**src/rtl/mux_pkg.sv**
```systemverilog
// Shared constants for the registered N:1 bit multiplexer.
package mux_pkg;

  localparam int SEL_W_DEF = 2;
  localparam int N_DEF     = 2 ** SEL_W_DEF;

  localparam logic                 Y_RST   = 1'b0;
  localparam logic [SEL_W_DEF-1:0] SEL_RST = '0;

endpackage : mux_pkg

```
**src/rtl/mux_sel_comb.sv**
```systemverilog
// Purely combinational N:1 bit select; every select code addresses a real input.
module mux_sel_comb #(
  parameter int SEL_W = mux_pkg::SEL_W_DEF,
  localparam int N    = 2 ** SEL_W
) (
  input  logic [N-1:0]     i,
  input  logic [SEL_W-1:0] s,
  output logic             y_next
);

  assign y_next = i[s];

endmodule : mux_sel_comb

```
**src/rtl/mux_4to1.sv**
```systemverilog
// Registered N:1 bit multiplexer with select echo, valid flag and change pulse.
module mux_4to1
  import mux_pkg::*;
#(
  parameter int SEL_W = SEL_W_DEF,
  localparam int N    = 2 ** SEL_W
) (
  input  logic             clk,
  input  logic             rst,
  input  logic             en,
  input  logic [SEL_W-1:0] s,
  input  logic [N-1:0]     i,
  output logic             y,
  output logic [SEL_W-1:0] sel_q,
  output logic             valid,
  output logic             y_chg
);

  logic             y_next;
  logic             y_q, y_d;
  logic [SEL_W-1:0] sel_cap_q, sel_cap_d;
  logic             valid_q, valid_d;
  logic             chg_q, chg_d;

  mux_sel_comb #(.SEL_W(SEL_W)) u_sel (
    .i      (i),
    .s      (s),
    .y_next (y_next)
  );

  always_comb begin
    y_d       = y_q;
    sel_cap_d = sel_cap_q;
    valid_d   = valid_q;
    chg_d     = 1'b0;
    if (en) begin
      y_d       = y_next;
      sel_cap_d = s;
      valid_d   = 1'b1;
      // No change is reported against the reset value of y.
      chg_d     = valid_q && (y_next != y_q);
    end
  end

  always_ff @(posedge clk or posedge rst) begin
    if (rst) begin
      y_q       <= Y_RST;
      sel_cap_q <= SEL_W'(SEL_RST);
      valid_q   <= 1'b0;
      chg_q     <= 1'b0;
    end else begin
      y_q       <= y_d;
      sel_cap_q <= sel_cap_d;
      valid_q   <= valid_d;
      chg_q     <= chg_d;
    end
  end

  assign y     = y_q;
  assign sel_q = sel_cap_q;
  assign valid = valid_q;
  assign y_chg = chg_q;

endmodule : mux_4to1

```
**config.mk**
```make
export PLATFORM = sky130hd
export DESIGN_NAME = mux_4to1
export DESIGN_NICKNAME = d
export VERILOG_FILES = /design/src/rtl/mux_pkg.sv /design/src/rtl/mux_sel_comb.sv /design/src/rtl/mux_4to1.sv
export SDC_FILE = /design/constraint.sdc
export NUM_CORES = 1
export LEC_CHECK = 0
export CORE_AREA = 2 2 39 41
export CTS_CLUSTER_DIAMETER = 200
export DETAILED_ROUTE_END_ITERATION = 12
export DIE_AREA = 0 0 41 43
export GPL_ROUTABILITY_DRIVEN = 0
export HOLD_SLACK_MARGIN = 0.15
export PLACE_DENSITY_LB_ADDON = 0.08
export SLEW_MARGIN = 20
export SYNTH_ARGS = -nofsm -noshare
export SYNTH_HDL_FRONTEND = slang
export SYNTH_SLANG_ARGS = --single-unit
```
**constraint.sdc**
```tcl
create_clock -name clk -period 1.2 [get_ports clk]
set_input_delay 0.24 -clock clk [delete_from_list [all_inputs] [get_ports clk]]
set_output_delay 0.24 -clock clk [all_outputs]
set_load 0.01 [all_outputs]
```
== Word-level counts from Yosys, hierarchy flattened ==
Index checks and enable logic that the tools add are counted.

* Register bits: 5
* Logic and storage cells: 10
* Output and inout bits: 5
* Bits of input ports: 9

* Eq/ne operators: 1
* Reduce and logical (&&, ||, !) cells: 1
* Mux-type cells: 3
* Magnitude comparators: 1

{| class="wikitable"
|+ Operators by type and width
! kind !! count
|-
| 2-bit by 3-bit less-than comparator with 1-bit output (second input constant) || 1
|-
| 1-bit binary-select mux with 2-bit select || 1
|-
| 1-bit 2-to-1 mux || 2
|-
| 1-bit logical AND || 1
|-
| 1-bit inequality test || 1
|}

== Longest topological paths before layout ==
* Word-level depth: 5
* Mapped depth: 3
* Mapped depth without buffers: 3

== Hierarchy ==
Synthesis repeated with hierarchy kept, for this count alone.

* Cells, all modules: 13
* Area, all modules: 207.7 um2

{| class="wikitable"
|+ Modules (own cells, without submodules)
! module !! cells an instance !! times used !! area an instance (um2)
|-
| mux_4to1 || 12 || 1 || 185.2
|-
| mux_sel_comb || 1 || 1 || 22.5
|}

== Least setup slack after synthesis ==
OpenSTA, ideal clock, no wires.

* Path type: input to register
* Start: in s[0]
* End: reg chg_q (netlist: y_chg)
* Path slack: 44 ps
* Required time: 1080 ps
* Stages on the path: 3
* Data arrival time: 1037 ps
* Path through: mux4_2 > xor2_1 > and3_1

* Word-level cells in the longest chain between the ends: 5

{| class="wikitable"
|+ Ends and longest elaborated chain
! element !! RTL line !! RTL
|-
| from (decl) || mux_4to1.sv:11 || <nowiki>input logic [SEL_W-1:0] s,</nowiki>
|-
| 1-bit binary-select mux with 2-bit select || mux_sel_comb.sv:11 || <nowiki>assign y_next = i[s];</nowiki>
|-
| 1-bit 2-to-1 mux (not written as such) || mux_sel_comb.sv:11 ||
|-
| 1-bit inequality test || mux_4to1.sv:41 || <nowiki>chg_d = valid_q && (y_next != y_q);</nowiki>
|-
| 1-bit logical AND || mux_4to1.sv:41 ||
|-
| 1-bit 2-to-1 mux || mux_4to1.sv:36 || <nowiki>if (en) begin</nowiki>
|-
| named net chg_d || mux_4to1.sv:23 || <nowiki>logic chg_q, chg_d;</nowiki>
|-
| to (signal assigned) || mux_4to1.sv:55 || <nowiki>chg_q <= chg_d;</nowiki>
|-
| to (decl) || mux_4to1.sv:23 ||
|}

The timed path passes the listed nets, and every way through them passes these cells. The select of a mux whose other input is x is not followed.
A chain may end at the register's enable or synchronous reset.

== Worst setup path after layout ==
Ends and elaborated chain as after synthesis.

==> impl_metrics.yaml <==
outcome:
  status: "completed"
detailed_routing:
  drt-vias-per-instance: 3.77
  drt_iter0_drc: 0
  wl_per_cell_um: 9.38
  vias: 177
  route.detailed.drc: 0
  drt_pass1_iterations: 1
  routed_wl_um: 441
  ant_nets: 0
power_and_ir_drop:
  power_density_mw_per_mm2: 1260
  design_power_total_uw: 482
  power_leakage_nw: 0.179
  vdd_drop_max_mv: 0.546
synthesis:
  ys_ff_latch: 5
  synth.most_common_cell: "dfrtp_1"
  yosys.area.top_type: "dfrtp_1"
  avgSynthCellArea_um2: 15.9
  synth_edf_count: 0
  synth_top_area_frac: 0.606
  synth_cell_types: 7
  syn_nets: 22
  ys.flop_type: "dfrtp_1"
  synthTopCellsByCount: "5 x dfrtp_1, 3 x mux2_2"
  synth.cell_area_um2: 206
  yosysSeqAreaShare: 0.606
  synthCells: 13
  synthArstFlopShare: 1.00
  synth.area.top_cells: "dfrtp_1 61%, mux2_2 16%, mux4_2 11%"
  yosysWarningCount: 0
place:
  port_buffers: 13
  placed_cells: 43
  pre_cts_ws_ps: -516
  place_area_um2: 364
critical_path:
  worstPathMaxFanout: 2
  cp-end-kind: "register"
  rr_endpoint: "y_chg"
  cp.arrival_ps: 1290
  slowest_stage: "mux4_2"
  rr_startpoint: "y"
  slowest_delay_ps: 520
  startpoint_type: "primary input"
  cp.required_ps: 1330
  path_class: "primary input to register"
  r2r_setup_slack_ps: 260
  crit_chain: "clkdlybuf4s15_1 > mux4_2 > xor2_1 > and3_1"
  reg2regPathDepth: 3
final_layout:
  syn_to_final_growth_pct: 84.8
  final_nets: 41
  multi_input_area_um2: 81.3
  fillers: 150
  drive_gt1_frac: 0.290
  finalInstanceArea_um2: 382
  diodes: 0
  seq_area_um2: 125
  fin_cells: 47
timing:
  fmax_mhz: 858
  rsz0062_at_grt: "no"
  setup_viol: 0
  maxSlewHeadroom: 0.854
  fin_worst_skew_ps: 0.0197
  worst_slew_pin_slew_ps: 219
  report.final.slew_viol_count: 0
  fin_crit_ps: 1170
  final.period_utilization: 0.972
  finalWorstSetupSlack_ps: 34.0
  hold_viol: 0
  hold_ws_ps: 195
cts:
  cts_root_buf: "clkbuf_4"
  cts-resized-gates: 12
  cts_max_level: 1
  cts.clk_slew.worst_paths_ps: 40
  numCtsBuffers: 3
  clk_path_buf_depth: 2
  cts_tree: "yes"
  postCtsHoldBufs: 0
  cts_setup_buffers: 0
  clk_latency_ps: 240
  cts.sinks: 5
floorplan:
  die_y_um: 43
  die_x_um: 41
  dieArea_mm2: 0.00176
  core_area_mm2: 0.00138
  row_count: 14
  ios: 14
  start_util: 0.149
worst_hold_path:
  hold_class: "primary input to async pin"
grt:
  grt_pass1_wl_um: 745
  grt_max_degree: 6
  grt_util_all_layers: 0.0706
  antenna_found_initial: 0
  grt_pass1_vias: 180
  grt_overflow: 0
run:
  maxCapViolations: 0
-- cells in the final DEF (no fill, tap or decap) --
cell type	instances
mux2_2	2
clkbuf_1	1
mux2_4	1
mux4_2	1
and3_1	1
dlygate4sd2_1	10
clkdlybuf4s15_1	1
clkbuf_4	3
dfrtp_1	5
inv_1	1
buf_4	1
or2_2	1
clkdlybuf4s50_1	2
xor2_1	1
-- per-layer routing --
| layer | global-route usage | wire length, um | vias to the layer above |
|---|---|---|---|
| met1 | 0.0654 | 161 | 82 |
| met3 | 0.0785 | 62 | 0 |
| met5 | 0 | 0 | - |
| met2 | 0.100 | 218 | 11 |
| met4 | 0.0200 | 0 | 0 |
| li1 | - | - | 84 |
-- cells by family (layout without fill, tap and decap cells) --
group | count (synthesis) | in the layout | synth area share
buffers and inverters | 1 | 19 | 0.0182
AND/OR/NAND/NOR | 2 | 2 | 0.0606
multiplexers | 4 | 4 | 0.273
flip-flops | 5 | 5 | 0.606
XOR/XNOR | 1 | 1 | 0.0424
-- worst max path at each step --
| stage | start | end | slack, ps | cells past startpoint |
|---|---|---|---|---|
| 2_1_floorplan | s[0] | y_chg | 40 | 3 |
| 3_3_place_gp | s[0] | y_chg | -500 | 4 |
| 3_5_place_dp | s[0] | y_chg | -520 | 4 |
| 4_1_cts | s[0] | y_chg | 4 | 4 |
| 5_1_grt | s[0] | y_chg | 4 | 4 |
| 6_report | s[0] | y_chg | 30 | 4 |
-- report_power, final --
part / internal (mW) / leakage [nW] / switching (mW) / total, mW
Clock: 0.126 / 0.0150 / 0.0656 / 0.191
Combinational: 0.0622 / 0.107 / 0.0373 / 0.0994
Sequential: 0.186 / 0.0567 / 0.00585 / 0.192
Total: 0.374 / 0.179 / 0.109 / 0.482
-- flip-flops by register name, indices dropped and copies added (netlist names) --
name	count
sel_q	2
valid	1
y	1
y_chg	1
-- metrics by stage --
step,util,setup TNS (ps)
floorplan,-,0
global route,0.276,0
CTS,0.275,0
global placement,0.263,-1150
detailed placement,0.263,-1210
finish,0.276,0
-- worst max-delay path: cells and delay by family --
family,cells,cell delay [ps]
muxes,1,520
buffers and inverters,1,190
and+or+nand+nor,1,180
xor gates and xnor gates,1,160
-- final cells by class --
class,instances,share of cell area
sequential,5,0.328
timing repair buffer,14,0.328
multi-input combinational,7,0.213
clock buffer,4,0.0689
tap,16,0.0525
inverter,1,0.00984
Power figures use the tool's default switching activity.
